==> src/rtl/digital_safe_seq.sv <==
// digital_safe_seq: multi-digit code lock with retry counting, timed lockout
// with alarm, and timed auto-relock, driving a 7-segment status display.
module digital_safe_seq #(
    parameter int unsigned DIGIT_W        = 4,
    parameter int unsigned CODE_LEN       = 4,
    parameter logic [CODE_LEN*DIGIT_W-1:0] PASSWORD = 16'hA3C5,
    parameter int unsigned MAX_TRIES      = 3,
    parameter int unsigned LOCKOUT_CYCLES = 1000,
    parameter int unsigned OPEN_CYCLES    = 500
) (
    input  logic                               clock,
    input  logic                               reset_n,
    input  logic [DIGIT_W-1:0]                 digit_in,
    input  logic                               digit_valid,
    input  logic                               lock_req,
    output logic [6:0]                         display,
    output logic                               unlocked,
    output logic                               alarm,
    output logic [$clog2(MAX_TRIES+1)-1:0]     tries_left
);

    localparam int unsigned TRY_W  = $clog2(MAX_TRIES + 1);
    localparam int unsigned IDX_W  = (CODE_LEN > 1) ? $clog2(CODE_LEN) : 1;
    localparam int unsigned TMAX   = (OPEN_CYCLES > LOCKOUT_CYCLES) ? OPEN_CYCLES : LOCKOUT_CYCLES;
    localparam int unsigned TMR_W  = $clog2(TMAX + 1);

    localparam logic [6:0] SEG_L = 7'b1000111;
    localparam logic [6:0] SEG_E = 7'b0111111;
    localparam logic [6:0] SEG_U = 7'b1000001;
    localparam logic [6:0] SEG_X = 7'b0000110;

    typedef enum logic [1:0] {
        S_LOCKED  = 2'd0,
        S_ENTRY   = 2'd1,
        S_OPEN    = 2'd2,
        S_LOCKOUT = 2'd3
    } state_e;

    state_e             state_q, state_d;
    logic [IDX_W-1:0]   idx_q, idx_d;
    logic               mis_q, mis_d;
    logic [TMR_W-1:0]   timer_q, timer_d;
    logic [TRY_W-1:0]   tries_q, tries_d;
    logic [6:0]         display_q;
    logic               unlocked_q;
    logic               alarm_q;

    logic [DIGIT_W-1:0] pw_digit;
    logic               mis_all;
    logic               last_digit;
    logic               take_digit;

    function automatic logic [6:0] seg_of(state_e s);
        unique case (s)
            S_LOCKED:  seg_of = SEG_L;
            S_ENTRY:   seg_of = SEG_E;
            S_OPEN:    seg_of = SEG_U;
            default:   seg_of = SEG_X;
        endcase
    endfunction

    // Select the password digit expected at the current index (first digit is MSB).
    always_comb begin
        pw_digit = '0;
        for (int unsigned i = 0; i < CODE_LEN; i++) begin
            if (idx_q == IDX_W'(i)) begin
                pw_digit = PASSWORD[(CODE_LEN-1-i)*DIGIT_W +: DIGIT_W];
            end
        end
    end

    // Next-state logic: digit accumulation, code evaluation, and timers.
    always_comb begin
        state_d    = state_q;
        idx_d      = idx_q;
        mis_d      = mis_q;
        timer_d    = timer_q;
        tries_d    = tries_q;
        take_digit = 1'b0;
        mis_all    = mis_q | (digit_in != pw_digit);
        last_digit = (idx_q == IDX_W'(CODE_LEN - 1));

        unique case (state_q)
            S_LOCKED: begin
                take_digit = digit_valid;
            end
            S_ENTRY: begin
                if (lock_req) begin
                    state_d = S_LOCKED;
                    idx_d   = '0;
                    mis_d   = 1'b0;
                end else begin
                    take_digit = digit_valid;
                end
            end
            S_OPEN: begin
                if (lock_req || timer_q == '0) begin
                    state_d = S_LOCKED;
                    timer_d = '0;
                end else begin
                    timer_d = timer_q - TMR_W'(1);
                end
            end
            default: begin
                if (timer_q == '0) begin
                    state_d = S_LOCKED;
                    tries_d = TRY_W'(MAX_TRIES);
                end else begin
                    timer_d = timer_q - TMR_W'(1);
                end
            end
        endcase

        // Accepted digit: either keep collecting or judge the complete code.
        if (take_digit) begin
            if (!last_digit) begin
                state_d = S_ENTRY;
                idx_d   = idx_q + IDX_W'(1);
                mis_d   = mis_all;
            end else begin
                idx_d = '0;
                mis_d = 1'b0;
                if (!mis_all) begin
                    state_d = S_OPEN;
                    tries_d = TRY_W'(MAX_TRIES);
                    timer_d = TMR_W'(OPEN_CYCLES - 1);
                end else if (tries_q > TRY_W'(1)) begin
                    state_d = S_LOCKED;
                    tries_d = tries_q - TRY_W'(1);
                end else begin
                    state_d = S_LOCKOUT;
                    tries_d = '0;
                    timer_d = TMR_W'(LOCKOUT_CYCLES - 1);
                end
            end
        end
    end

    // State and counter registers with synchronous active-low reset.
    always_ff @(posedge clock) begin
        if (!reset_n) begin
            state_q <= S_LOCKED;
            idx_q   <= '0;
            mis_q   <= 1'b0;
            timer_q <= '0;
            tries_q <= TRY_W'(MAX_TRIES);
        end else begin
            state_q <= state_d;
            idx_q   <= idx_d;
            mis_q   <= mis_d;
            timer_q <= timer_d;
            tries_q <= tries_d;
        end
    end

    // Registered Moore decodes of the next state so outputs change on the same edge.
    always_ff @(posedge clock) begin
        if (!reset_n) begin
            display_q  <= SEG_L;
            unlocked_q <= 1'b0;
            alarm_q    <= 1'b0;
        end else begin
            display_q  <= seg_of(state_d);
            unlocked_q <= (state_d == S_OPEN);
            alarm_q    <= (state_d == S_LOCKOUT);
        end
    end

    assign display    = display_q;
    assign unlocked   = unlocked_q;
    assign alarm      = alarm_q;
    assign tries_left = tries_q;

endmodule

==> config.mk <==
export PLATFORM = sky130hd
export DESIGN_NAME = digital_safe_seq
export DESIGN_NICKNAME = d
export VERILOG_FILES = /design/src/rtl/digital_safe_seq.sv
export SDC_FILE = /design/constraint.sdc
export NUM_CORES = 1
export LEC_CHECK = 0
export ABC_CLOCK_PERIOD_IN_PS = 3400
export CORE_AREA = 2 2 57 72
export DETAILED_ROUTE_END_ITERATION = 10
export DIE_AREA = 0 0 59 74
export DONT_BUFFER_PORTS = 1
export GPL_TIMING_DRIVEN = 0
export SLEW_MARGIN = 30
export SYNTH_ARGS = -nofsm -noshare
export SYNTH_HDL_FRONTEND = slang
export SYNTH_SLANG_ARGS = --single-unit
==> constraint.sdc <==
create_clock -name clock -period 3.4 [get_ports clock]
set_input_delay 0.68 -clock clock [delete_from_list [all_inputs] [get_ports clock]]
set_output_delay 0.68 -clock clock [all_outputs]
set_load 0.02 [all_outputs]
-- After elaboration in Yosys (flattened, before gate mapping)
Cells that the tools add are included.
- $add $sub $neg: 3
- $lt $le $gt $ge: 1
- eq/ne operators: 9
- muxes and demuxes: 36
- bitwise operators: 1
- reductions and logical operators: 10
- operators with widths (operator ; number):
    2-to-1 mux 10 bit ; 6
    2-to-1 mux 2 bit ; 17
    case mux 7 bit (3 select lines) ; 1
    case mux 10 bit (2 select lines) ; 1
    2-to-1 mux 4 bit ; 4
    == test 2 bit (second input constant) ; 5
    logical NOT 10 bit ; 1
    subtractor 10 x 1 -> 10 bit (second input constant) ; 1
    == test 2 x 1 -> 1 bit (second input constant) ; 3
    logical NOT 2 bit ; 3
    case mux 2 bit (3 select lines) ; 1
    2-to-1 mux 1 bit ; 5
    != test 4 bit ; 1
    nonzero test 2 bit ; 2
    OR reduction 3 bit ; 1
    adder 2 x 1 -> 2 bit (second input constant) ; 1
    greater-than comparator 2 x 1 -> 1 bit (second input constant) ; 1
    case mux 1 bit (2 select lines) ; 1
    AND reduction 2 bit ; 1
    OR reduction 2 bit ; 1
    subtractor 2 x 1 -> 2 bit (second input constant) ; 1
    logical OR 1 bit ; 1
    bitwise OR 1 bit ; 1
- flip-flop bits (word level): 26
- bits of input ports: 8
- output and inout port bits: 11
- word-level logic and storage cells: 68

-- Logic depth before layout (Yosys ltp)
Gate-level depths: netlist of run 1.
- depth after elaboration: 12
- depth in mapped cells: 7
- mapped depth without buffers: 6

-- Worst setup path after synthesis of run 1
No wires, ideal clock.
- path type: input to register
- from: input digit_in[0]
- to: register timer_q[7]
- library setup time: 122 ps
- arrival time: 1886 ps
- data required time: 3278 ps
- path slack: 1392 ps
- cell stages on the path: 4
- path buffers: 0
- cell sequence: or3b_2 o2111ai_1 o21ai_1 a221o_1
- cells in the longest elaborated chain, start to end: 5
- ends and longest elaborated chain (item ; RTL line ; text):
    start, declared ; 13 ; input logic [DIGIT_W-1:0] digit_in,
    != test 4 bit ; 80 ; mis_all = mis_q | (digit_in != pw_digit);
    bitwise OR 1 bit ; 80 ;
    2-to-1 mux 10 bit ; 123 ; if (!mis_all) begin
    2-to-1 mux 10 bit ; 116 ; if (!last_digit) begin
    2-to-1 mux 10 bit ; 115 ; if (take_digit) begin
    end signal, assigned ; 151 ; timer_q <= timer_d;
    end, declared ; 42 ; logic [TMR_W-1:0] timer_q, timer_d;
No other way between the ends.
A chain may end at the register's enable or synchronous reset.

-- Final worst setup path of run 1
- from: register idx_q[1]
- to: register timer_q[1]
- cells in the longest elaborated chain, start to end: 10
- elaborated cells on any way between the ends: 13
- those cells by class: 4 x eq/ne; 7 x mux; 1 x bitwise; 1 x reduce/logical
- ends and longest elaborated chain (item ; RTL line ; text):
    start, declared ; 40 ; logic [IDX_W-1:0] idx_q, idx_d;
    start signal, assigned ; 149 ; idx_q <= idx_d;
    logical NOT 2 bit ; 66 ; if (idx_q == IDX_W'(i)) begin
    2-to-1 mux 4 bit (4 in a row) ; 66 ;
    != test 4 bit ; 80 ;
    bitwise OR 1 bit ; 80 ;
    2-to-1 mux 10 bit ; 123 ;
    2-to-1 mux 10 bit * ; 116 ;
    2-to-1 mux 10 bit * ; 115 ;
Every way passes the cells marked *; elsewhere a longest branch is shown, timed or not.

==> results.sh, run 1 <==
export IMPL_status="complete, no violations"
export IMPL_io_buffer_count=0
export IMPL_syn_area_per_cell_um2=8.848
export IMPL_dieArea_um2=4366
export IMPL_pwr_density_cell_nw_per_um2=331.8
export IMPL_tns_ns=0
export IMPL_post_route_min_period_ns=2.220
export IMPL_drtIter0Drc=42
export IMPL_synth_top_area_share_pct=30.98
export IMPL_drive_gt1_share_pct=15.12
export IMPL_hold_path_depth=1
export IMPL_fin_crit_sh_pct=65.29
export IMPL_post_cts_buffers=0
export IMPL_cts_tree="done"
export IMPL_total_power_mw=0.5251
export IMPL_r2r_start="idx_q[1]"
export IMPL_p_sw_share_pct=26.65
export IMPL_rrSetupSlack_ns=1.18
export IMPL_p_leak_nw=0.5918
export IMPL_grt_pass1_wl_mm=5.934
export IMPL_boundaryPins=19
export IMPL_ys_async_sr_fraction_pct=0
export IMPL_hp_start="timer_q[1]"
export IMPL_antenna_found_initial=0
export IMPL_grt_max_degree=14
export IMPL_pre_cts_ws_ns=1.141
export IMPL_fmax_mhz=450.5
export IMPL_wirelength_mm=3.523
export IMPL_diodes=0
export IMPL_overflow=0
export IMPL_ys_flop_type="dfxtp_1"
export IMPL_first_global_vias=1283
export IMPL_hp_class="register to register"
export IMPL_clkLatencyLatePin_ns=0.27
export IMPL_min_to="timer_q[1]"
export IMPL_final_setup_viol_count=0
export IMPL_hold_slack_ns=0.5541
export IMPL_power_switching_mw=0.1400
export IMPL_maxCapViolations=0
export IMPL_cts_htree_levels=1
export IMPL_synth_compound_area_share_pct=27.61
export IMPL_muxShareOfSynthArea_pct=0.6734
export IMPL_grt_setup_unrepaired="no"
export IMPL_clockBufferDepth=2
export IMPL_die_y_um=74
export IMPL_routedWlPerCell_um=16.62
export IMPL_end_kind="register"
export IMPL_synthSimpleGateAreaFrac_pct=26.60
export IMPL_cts_buffers=3
export IMPL_synth_cell_types=58
export IMPL_worstSetupPathType="register to register"
export IMPL_synth_edf_count=0
export IMPL_worst_pin_slew_ns=0.6187
export IMPL_area_growth_pct=6.482
export IMPL_maxSlewHeadroom_pct=58.48
export IMPL_timing_rr_end="timer_q[1]"
export IMPL_required_ns=3.55
export IMPL_synth_area_leaders="dfxtp_1 31%, ha_1 5.1%, a221o_1 3.4%"
export IMPL_grt_usage_pct=17.41
export IMPL_gp_congestion=0.8452
export IMPL_ys_seq_area_share_pct=30.98
export IMPL_firstDrtPassIters=4
export IMPL_crit_buf_inv=1
export IMPL_slowest_stage="or3b_2"
export IMPL_remaining_drc_errors=0
export IMPL_r2r_cells=6
export IMPL_ctsHoldBuffers=0
export IMPL_setup_ws_ns=1.180
export IMPL_synth_fp_nets=182
export IMPL_ir_drop_v=0.0001306
export IMPL_critPathMaxFanout=7
export IMPL_synthAdderAreaFrac_pct=5.051
export IMPL_rows=25
export IMPL_dpl_hpwl_mm=2.651
export IMPL_core_region_area_um2=3691
export IMPL_postRouteAntennaNets=0
export IMPL_post_cts_resized=0
export IMPL_comb_power_share_pct=12.4
export IMPL_vias_per_cell=6.184
export IMPL_crit_path_max_incr_delay_ns=0.43
export IMPL_p_clk_share_pct=33.9
export IMPL_clk_transition_reported_paths_ns=0.08
export IMPL_synth_seq_cells=23
export IMPL_critPathArrivalTime_ns=2.37
export IMPL_crit_chain="inv_1 -> ha_1 -> or3b_2 -> o2111ai_1 -> o21ai_1 -> a221o_1"
export IMPL_vias=1311
export IMPL_skew_ns=0.01238
export IMPL_fin_nets=187
export IMPL_start_kind="register"
export IMPL_die_w_um=59
export IMPL_internal_power_mw=0.3851
export IMPL_initial_core_util_pct=40.27
export IMPL_slew_violations=0
export IMPL_synth_area_um2=1486
export IMPL_netlist_instances=168
export IMPL_final_hold_violation_count=0
export IMPL_clock_tree_root_cell="clkbuf_8"
export IMPL_synth_top_family_by_area="compound AO/OA/AOI/OAI gates"
export IMPL_clock_sinks=23
export IMPL_synth_area_leader_cell="dfxtp_1"
export IMPL_seqPwrFrac_pct=53.7
export IMPL_ys_warn_count=0
export IMPL_cpLargestDelayFamily="compound AO/OA/AOI/OAI gates"
export IMPL_synthXorXnorAreaFrac_pct=0
[flip-flops by register name, indices dropped and copies added, names as in the netlist]
name,count
timer_q,10
display,4
idx_q,2
state_q,2
tries_left,2
alarm,1
mis_q,1
unlocked,1
[through the flow]
stage	utilization [%]	cells	area, µm²
after global placement	41.63	208	1536
after global routing	42.88	212	1583
after detailed placement	41.63	208	1536
after CTS	42.88	212	1583
final	42.88	212	1583
after floorplan	-	168	1486
[worst max path at each step]
stage	startpoint	end	slack (ns)	depth (start not counted)
after floorplan	digit_in[0]	timer_q[7]	1.39	4
after global placement	digit_in[0]	timer_q[5]	1.16	4
after detailed placement	digit_in[0]	timer_q[1]	1.14	4
after CTS	idx_q[1]	timer_q[1]	1.16	6
after global routing	idx_q[1]	timer_q[0]	1.01	6
final	idx_q[1]	timer_q[1]	1.18	6
[logic make-up after synthesis]
family | Yosys count
and+or+nand+nor | 63
adders and majority gates | 6
buffers and inverters | 22
muxes | 1
DFF | 23
AOI/OAI and AO/OA | 53
[routing by layer]
| layer | vias to the layer above | track usage, % | share of wire (%) |
|---|---|---|---|
| li1 | 647 | - | - |
| met2 | 28 | 30.12 | 51 |
| met3 | 5 | 2.783 | 4.5 |
| met1 | 631 | 21.54 | 44 |
| met4 | 0 | 6.566 | 0.88 |
| met5 | - | 0 | 0 |
[power by group through the flow]
stage	logic, mW	clock network (mW)	registers (mW)
floorplan	0.0535	0	0.287
global placement	0.0640	0	0.288
detailed placement	0.0656	0	0.288
CTS	0.0658	0.178	0.282
global route	0.0726	0.193	0.283
finish	0.0652	0.178	0.282
[cell type report]
cell class                 count  area, µm²
clock inverter                 1      5.005
tap                           40      50.05
fill                         383       2108
inverter                       8      30.03
sequential                    23      460.4
buffer                        14      105.1
multi-input combinational    123      890.9
clock buffer                   3      41.29
[worst reg2reg max path: stages, from the launching register on]
cell and delay (ns):
dfxtp_1 0.36, inv_1 0.10, ha_1 0.20, or3b_2 0.44, o2111ai_1 0.25, o21ai_1 0.34
a221o_1 0.43
[cells in the mapped netlist (4+ instances only)]
master,count
dfxtp_1,23
nand2b_1,5
a221o_1,5
nor4_1,4
and2_1,5
nor3_1,7
inv_1,8
ha_1,6
nor2_1,10
o21ai_0,8
o211ai_1,5
[cell usage in the layout (no fill, tap or decap), types with 5 or more instances in the layout]
master,synthesis,final
a221o_1,5,5
and2_1,5,5
dfxtp_1,23,23
ha_1,6,6
inv_1,8,8
nand2b_1,5,5
nor2_1,10,10
nor3_1,7,7
o211ai_1,5,5
o21ai_0,8,8
No activity file was read; power rests on OpenSTA's default activity.
==> inputs of run 2 (changes only) <==
- ABC_AREA: not set -> 1
- ABC_CLOCK_PERIOD_IN_PS: 3400 -> 1870
- CORE_AREA: 2 2 57 72 -> 2 2 56 72
- DIE_AREA: 0 0 59 74 -> 0 0 58 74
- clock period: 3.4 -> 1.87 ns (I/O delays scaled with it)
==> run 2 against run 1 <==
Against the previous run: worst hold slack got worse by 0.20 ns; total power is 84% higher; largest cell class unchanged; via count is 4.7% lower; final area is 0.87% lower; die area is 1.7% lower; register-to-register slack got worse by 1.0 ns; sequential share of layout area up 0.34 points; maximum frequency grew 30%; final cell count increased by 18%.
==> results.sh, run 2 <==
export IMPL_grt_usage_pct=15.99
export IMPL_synth_edf_count=0
export IMPL_vias_per_cell=4.976
export IMPL_core_region_area_um2=3628
export IMPL_fin_crit_sh_pct=91.18
export IMPL_cpLargestDelayFamily="simple AND/OR/NAND/NOR gates"
export IMPL_largest_register_ffs=10
export IMPL_drive_gt1_share_pct=21.33
export IMPL_pwr_density_cell_nw_per_um2=617.0
export IMPL_yosysMostFrequentCell="nand2_1"
export IMPL_synth_top_cells_by_count="50 x nand2_1, 24 x inv_1, 23 x dfxtp_1"
export IMPL_clock_tree_root_cell="clkbuf_8"
export IMPL_largest_register="timer_q"
export IMPL_antenna_found_initial=0
export IMPL_fmax_mhz=586.5
export IMPL_skew_ns=0.005761
export IMPL_postRouteAntennaNets=0
export IMPL_status="complete, no violations"
export IMPL_synth_area_um2=1469
export IMPL_crit_path_max_incr_delay_ns=0.36
export IMPL_ys_async_sr_fraction_pct=0
export IMPL_start_kind="register"
export IMPL_rows=25
export IMPL_synth_fp_nets=221
export IMPL_final_setup_viol_count=0
export IMPL_remaining_drc_errors=0
export IMPL_cts_buffers=3
export IMPL_worst_path_most_repeated_cell="nand2_2"
export IMPL_io_buffer_count=0
export IMPL_crit_buf_inv=2
export IMPL_critPathMaxFanout=6
export IMPL_critPathArrivalTime_ns=1.87
export IMPL_hp_class="input port to register"
export IMPL_layout_commonest_cell="nand2_1"
export IMPL_ys_warn_count=0
export IMPL_clkLatencyLatePin_ns=0.27
export IMPL_gp_congestion=0.8431
export IMPL_ctsHoldBuffers=0
export IMPL_netlist_instances=207
export IMPL_slew_violations=0
export IMPL_grt_setup_unrepaired="no"
export IMPL_worstSetupPathType="register to register"
export IMPL_fin_nets=226
export IMPL_ys_flop_type="dfxtp_1"
export IMPL_grt_pass1_wl_mm=5.306
export IMPL_die_w_um=58
export IMPL_synth_cell_types=29
export IMPL_required_ns=2.04
export IMPL_dpl_hpwl_mm=2.358
export IMPL_firstDrtPassIters=4
export IMPL_synth_area_leaders="dfxtp_1 31%, nand2_1 13%, inv_1 6.1%"
export IMPL_first_global_vias=1232
export IMPL_clockBufferDepth=2
export IMPL_cts_tree="done"
export IMPL_hold_slack_ns=0.3519
export IMPL_post_route_min_period_ns=1.705
export IMPL_clock_sinks=23
export IMPL_crit_chain="inv_1 -> ha_1 -> nor2_2 -> nand2_2 -> nand2_2 -> nand2_2 -> nor2_4 -> nand3_4 -> nand2_4 -> inv_1 -> nand2_1 -> a21oi_1"
export IMPL_n_fill_cell=399
export IMPL_syn_area_per_cell_um2=7.096
export IMPL_wirelength_mm=2.999
export IMPL_end_kind="register"
export IMPL_area_growth_pct=6.814
export IMPL_post_cts_buffers=0
export IMPL_slowest_stage="dfxtp_2"
export IMPL_cts_htree_levels=1
export IMPL_worst_pin_slew_ns=0.3942
export IMPL_dieArea_um2=4292
export IMPL_vias=1249
export IMPL_ys_seq_area_share_pct=31.35
export IMPL_final_hold_violation_count=0
export IMPL_p_leak_nw=0.8103
export IMPL_clk_transition_reported_paths_ns=0.09
export IMPL_die_y_um=74
export IMPL_diodes=0
export IMPL_routedWlPerCell_um=11.95
export IMPL_drtIter0Drc=25
export IMPL_overflow=0
export IMPL_tns_ns=0
export IMPL_synth_top_area_share_pct=31.35
export IMPL_initial_core_util_pct=40.48
export IMPL_boundaryPins=19
export IMPL_synth_seq_cells=23
export IMPL_maxSlewHeadroom_pct=73.44
export IMPL_synth_area_leader_cell="dfxtp_1"
export IMPL_ir_drop_v=0.0003428
export IMPL_maxCapViolations=0
export IMPL_layout_common_cells="50 x nand2_1, 24 x inv_1, 22 x nor2_1, 22 x dfxtp_1, 13 x nand3_1"
export IMPL_grt_max_degree=15
==> run 2: cell types whose count changed after synthesis, sizes merged, moves of 4 or more <==
cell / before / now
nand2: 3 / 62
nand2b: 5 / 0
a221o: 5 / 0
o21ai: 10 / 6
a21oi: 2 / 11
clkbuf: 6 / 0
nor3: 8 / 1
nor2: 10 / 30
nor4: 5 / 0
o211ai: 5 / 1
inv: 8 / 32
and2: 5 / 0
nand3: 3 / 17
==> run 2: cell type report <==
cell class,instances,area (µm²),share of cell area (%)
clock buffers,3,41.29,2.632
well taps,40,50.05,3.190
flip-flops and latches,23,461.7,29.43
clock inverters,1,7.507,0.4785
inverters,32,120.1,7.656
plain buffers,4,30.03,1.914
multi-input cells,148,858.3,54.71
==> run 2: path summary, 6_finish.rpt <==
path / to / cells after the start / startpoint / slack [ns]
worst max-delay path: timer_q[3] / 12 / idx_q[0] / 0.16
worst min-delay path: tries_left[0] / 2 / reset_n / 0.35
worst max register to register: timer_q[3] / 12 / idx_q[0] / 0.16
worst min register to register: timer_q[5] / 2 / timer_q[5] / 0.48
==> run 2: what timing repair did <==
item / 4_1_cts / 5_1_grt
hold endpoints to repair: 0 / 0
setup endpoints to repair: 0 / 5
resized for setup: 0 / 1
==> run 2: through the flow <==
step	std cells	setup WS, ns	cell area (µm²)	power (mW)	utilization, %
6_report	251	0.1650	1569	0.9680	43.24
5_1_grt	251	0.0005846	1569	1.024	43.24
4_1_cts	251	0.09589	1568	0.9842	43.21
3_5_place_dp	247	0.1193	1519	0.6580	41.86
3_3_place_gp	247	0.1274	1519	0.6568	41.86
2_1_floorplan	207	0.3112	1469	0.6366	-
==> run 2: routing by layer <==
layer	GRT usage [%]	share of wire [%]	vias to the layer above
met1	19.72	45	572
met3	2.087	2.5	5
met4	7.752	2.3	0
met5	0	0	-
met2	27.40	50	16
li1	-	-	656
==> run 2: report_power, final <==
part           internal (mW)  leakage, nW  switching (mW)
clock network          0.151       0.0217           0.172
registers              0.502        0.187          0.0156
logic                 0.0448        0.601          0.0824
total                  0.698        0.810           0.270
==> run 2: cells by family (layout without fill, tap and decap cells) <==
family / Yosys count / in the layout / synth area share, %
AOI/OAI and AO/OA: 23 / 23 / 9.540
xor gates and xnor gates: 3 / 3 / 1.789
adders and majority gates: 6 / 6 / 5.111
buffers and inverters: 36 / 40 / 10.22
DFF: 23 / 23 / 31.35
and+or+nand+nor: 116 / 116 / 41.99
==> inputs of run 3 (changes only) <==
- CORE_AREA: 2 2 56 72 -> 2 2 63 65
- DIE_AREA: 0 0 58 74 -> 0 0 65 67
==> run 3 against run 2 <==
Against the previous run: global-route usage down 0.70 points; wire length down 4.5%; clock skew about the same; sequential power about the same; critical path type unchanged; critical endpoint unchanged; largest cell class unchanged.
==> results.sh, run 3 (synthesized netlist as in run 2, its figures left out) <==
export IMPL_vias=1196
export IMPL_hp_class="input port to register"
export IMPL_slew_violations=0
export IMPL_grt_max_degree=13
export IMPL_antenna_found_initial=0
export IMPL_cts_buffers=3
export IMPL_critPathArrivalTime_ns=1.85
export IMPL_utilization_pct=43.68
export IMPL_layout_commonest_cell="nand2_1"
export IMPL_clkLatencyLatePin_ns=0.27
export IMPL_drive_gt1_share_pct=20.85
export IMPL_crit_start="idx_q[0]"
export IMPL_dpl_hpwl_mm=2.296
export IMPL_critPathMaxFanout=6
export IMPL_postRouteAntennaNets=0
export IMPL_gp_congestion=0.8594
export IMPL_clock_tree_root_cell="clkbuf_8"
export IMPL_setup_ws_ns=0.1906
export IMPL_rows=22
export IMPL_worst_pin_slew_ns=0.3270
export IMPL_post_cts_buffers=0
export IMPL_layout_common_cells="50 x nand2_1, 24 x inv_1, 22 x nor2_1, 22 x dfxtp_1, 13 x nand3_1"
export IMPL_pre_cts_ws_ns=0.1212
export IMPL_io_buffer_count=0
export IMPL_ir_drop_v=0.0002548
export IMPL_clk_transition_reported_paths_ns=0.08
export IMPL_cp_endpoint="timer_q[3]"
export IMPL_area_growth_pct=7.240
export IMPL_rrSetupSlack_ns=0.19
export IMPL_core_region_area_um2=3606
export IMPL_timing_rr_end="timer_q[3]"
export IMPL_start_kind="register"
export IMPL_tns_ns=0
export IMPL_r2r_cells=12
export IMPL_firstDrtPassIters=4
export IMPL_routedWlPerCell_um=11.06
export IMPL_wirelength_mm=2.865
export IMPL_n_fill_cell=392
export IMPL_multi_input_area_um2=858.3
export IMPL_remaining_drc_errors=0
export IMPL_vias_per_cell=4.618
export IMPL_seq_area_um2=461.7
export IMPL_final_setup_viol_count=0
export IMPL_fin_crit_sh_pct=89.81
export IMPL_post_route_min_period_ns=1.679
export IMPL_drtIter0Drc=38
export IMPL_fmax_mhz=595.5
export IMPL_end_kind="register"
export IMPL_cts_tree="done"
export IMPL_skew_ns=0.005359
export IMPL_dieArea_um2=4355
export IMPL_initial_core_util_pct=40.74
export IMPL_worstSetupPathType="register to register"
export IMPL_grt_usage_pct=15.30
export IMPL_largest_register_ffs=10
export IMPL_die_y_um=67
export IMPL_first_global_vias=1163
export IMPL_diodes=0
export IMPL_maxCapViolations=0
export IMPL_grt_setup_unrepaired="no"
export IMPL_p_leak_nw=0.8113
export IMPL_cts_htree_levels=1
export IMPL_r2r_start="idx_q[0]"
export IMPL_required_ns=2.04
export IMPL_status="complete, no violations"
export IMPL_grt_pass1_wl_mm=5.119
export IMPL_clock_sinks=23
export IMPL_overflow=0
export IMPL_die_w_um=65
export IMPL_clockBufferDepth=2
export IMPL_pwr_density_cell_nw_per_um2=607.7
export IMPL_final_hold_violation_count=0
export IMPL_boundaryPins=19
export IMPL_largest_register="timer_q"
export IMPL_maxSlewHeadroom_pct=77.97
export IMPL_fin_nets=226
run 3: cell types whose count changed in the layout (fill, tap and decap cells not counted):
cell        delta
clkbuf_1       +1
clkinvlp_4     -1
run 3: worst min path at each step:
stage               startpoint  cells past startpoint             to
floorplan           timer_q[5]                      2     timer_q[5]
global placement    timer_q[5]                      2     timer_q[5]
detailed placement  timer_q[5]                      2     timer_q[5]
CTS                    reset_n                      2  tries_left[0]
global route           reset_n                      2  tries_left[0]
finish                 reset_n                      2  tries_left[0]
run 3: cell type report:
type	count	area share [%]
inverters	32	7.625
well taps	48	3.813
multi-input cells	148	54.49
plain buffers	4	1.906
flip-flops and latches	23	29.31
clock buffers	4	2.859
run 3: critical path: stages, from the launching register on:
cell,delay [ns]
dfxtp_2,0.36
inv_1,0.08
ha_1,0.24
nor2_2,0.13
nand2_2,0.09
nand2_2,0.06
nand2_2,0.05
nor2_4,0.11
nand3_4,0.15
nand2_4,0.13
inv_1,0.07
nand2_1,0.07
a21oi_1,0.04
run 3: metrics by stage:
stage | power (mW) | area [µm²] | hold slack [ns] | std cells
3_5_place_dp | 0.6550 | 1529 | 0.4764 | 255
4_1_cts | 0.9627 | 1574 | 0.3553 | 259
5_1_grt | 1.007 | 1575 | 0.3626 | 259
2_1_floorplan | 0.6366 | 1469 | 0.4519 | 207
6_report | 0.9573 | 1575 | 0.3550 | 259
3_3_place_gp | 0.6543 | 1529 | 0.4701 | 255
run 3: timing repair:
action,CTS,global route
endpoints found under the setup margin,0,5
gates resized for setup,0,1
hold buffers,0,0
run 3: power breakdown:
part           switching (mW)  internal [mW]  leakage, nW
clock                   0.163          0.152       0.0228
combinational          0.0799         0.0448        0.601
sequential             0.0154          0.502        0.187
run 3: layer usage:
metal	global-route usage [%]	vias up	part of all wire (%)
li1	-	653	-
met1	19.45	519	50
met2	25.77	19	45
met3	2.703	5	2.5
met4	5.585	0	1.9
met5	0	-	0
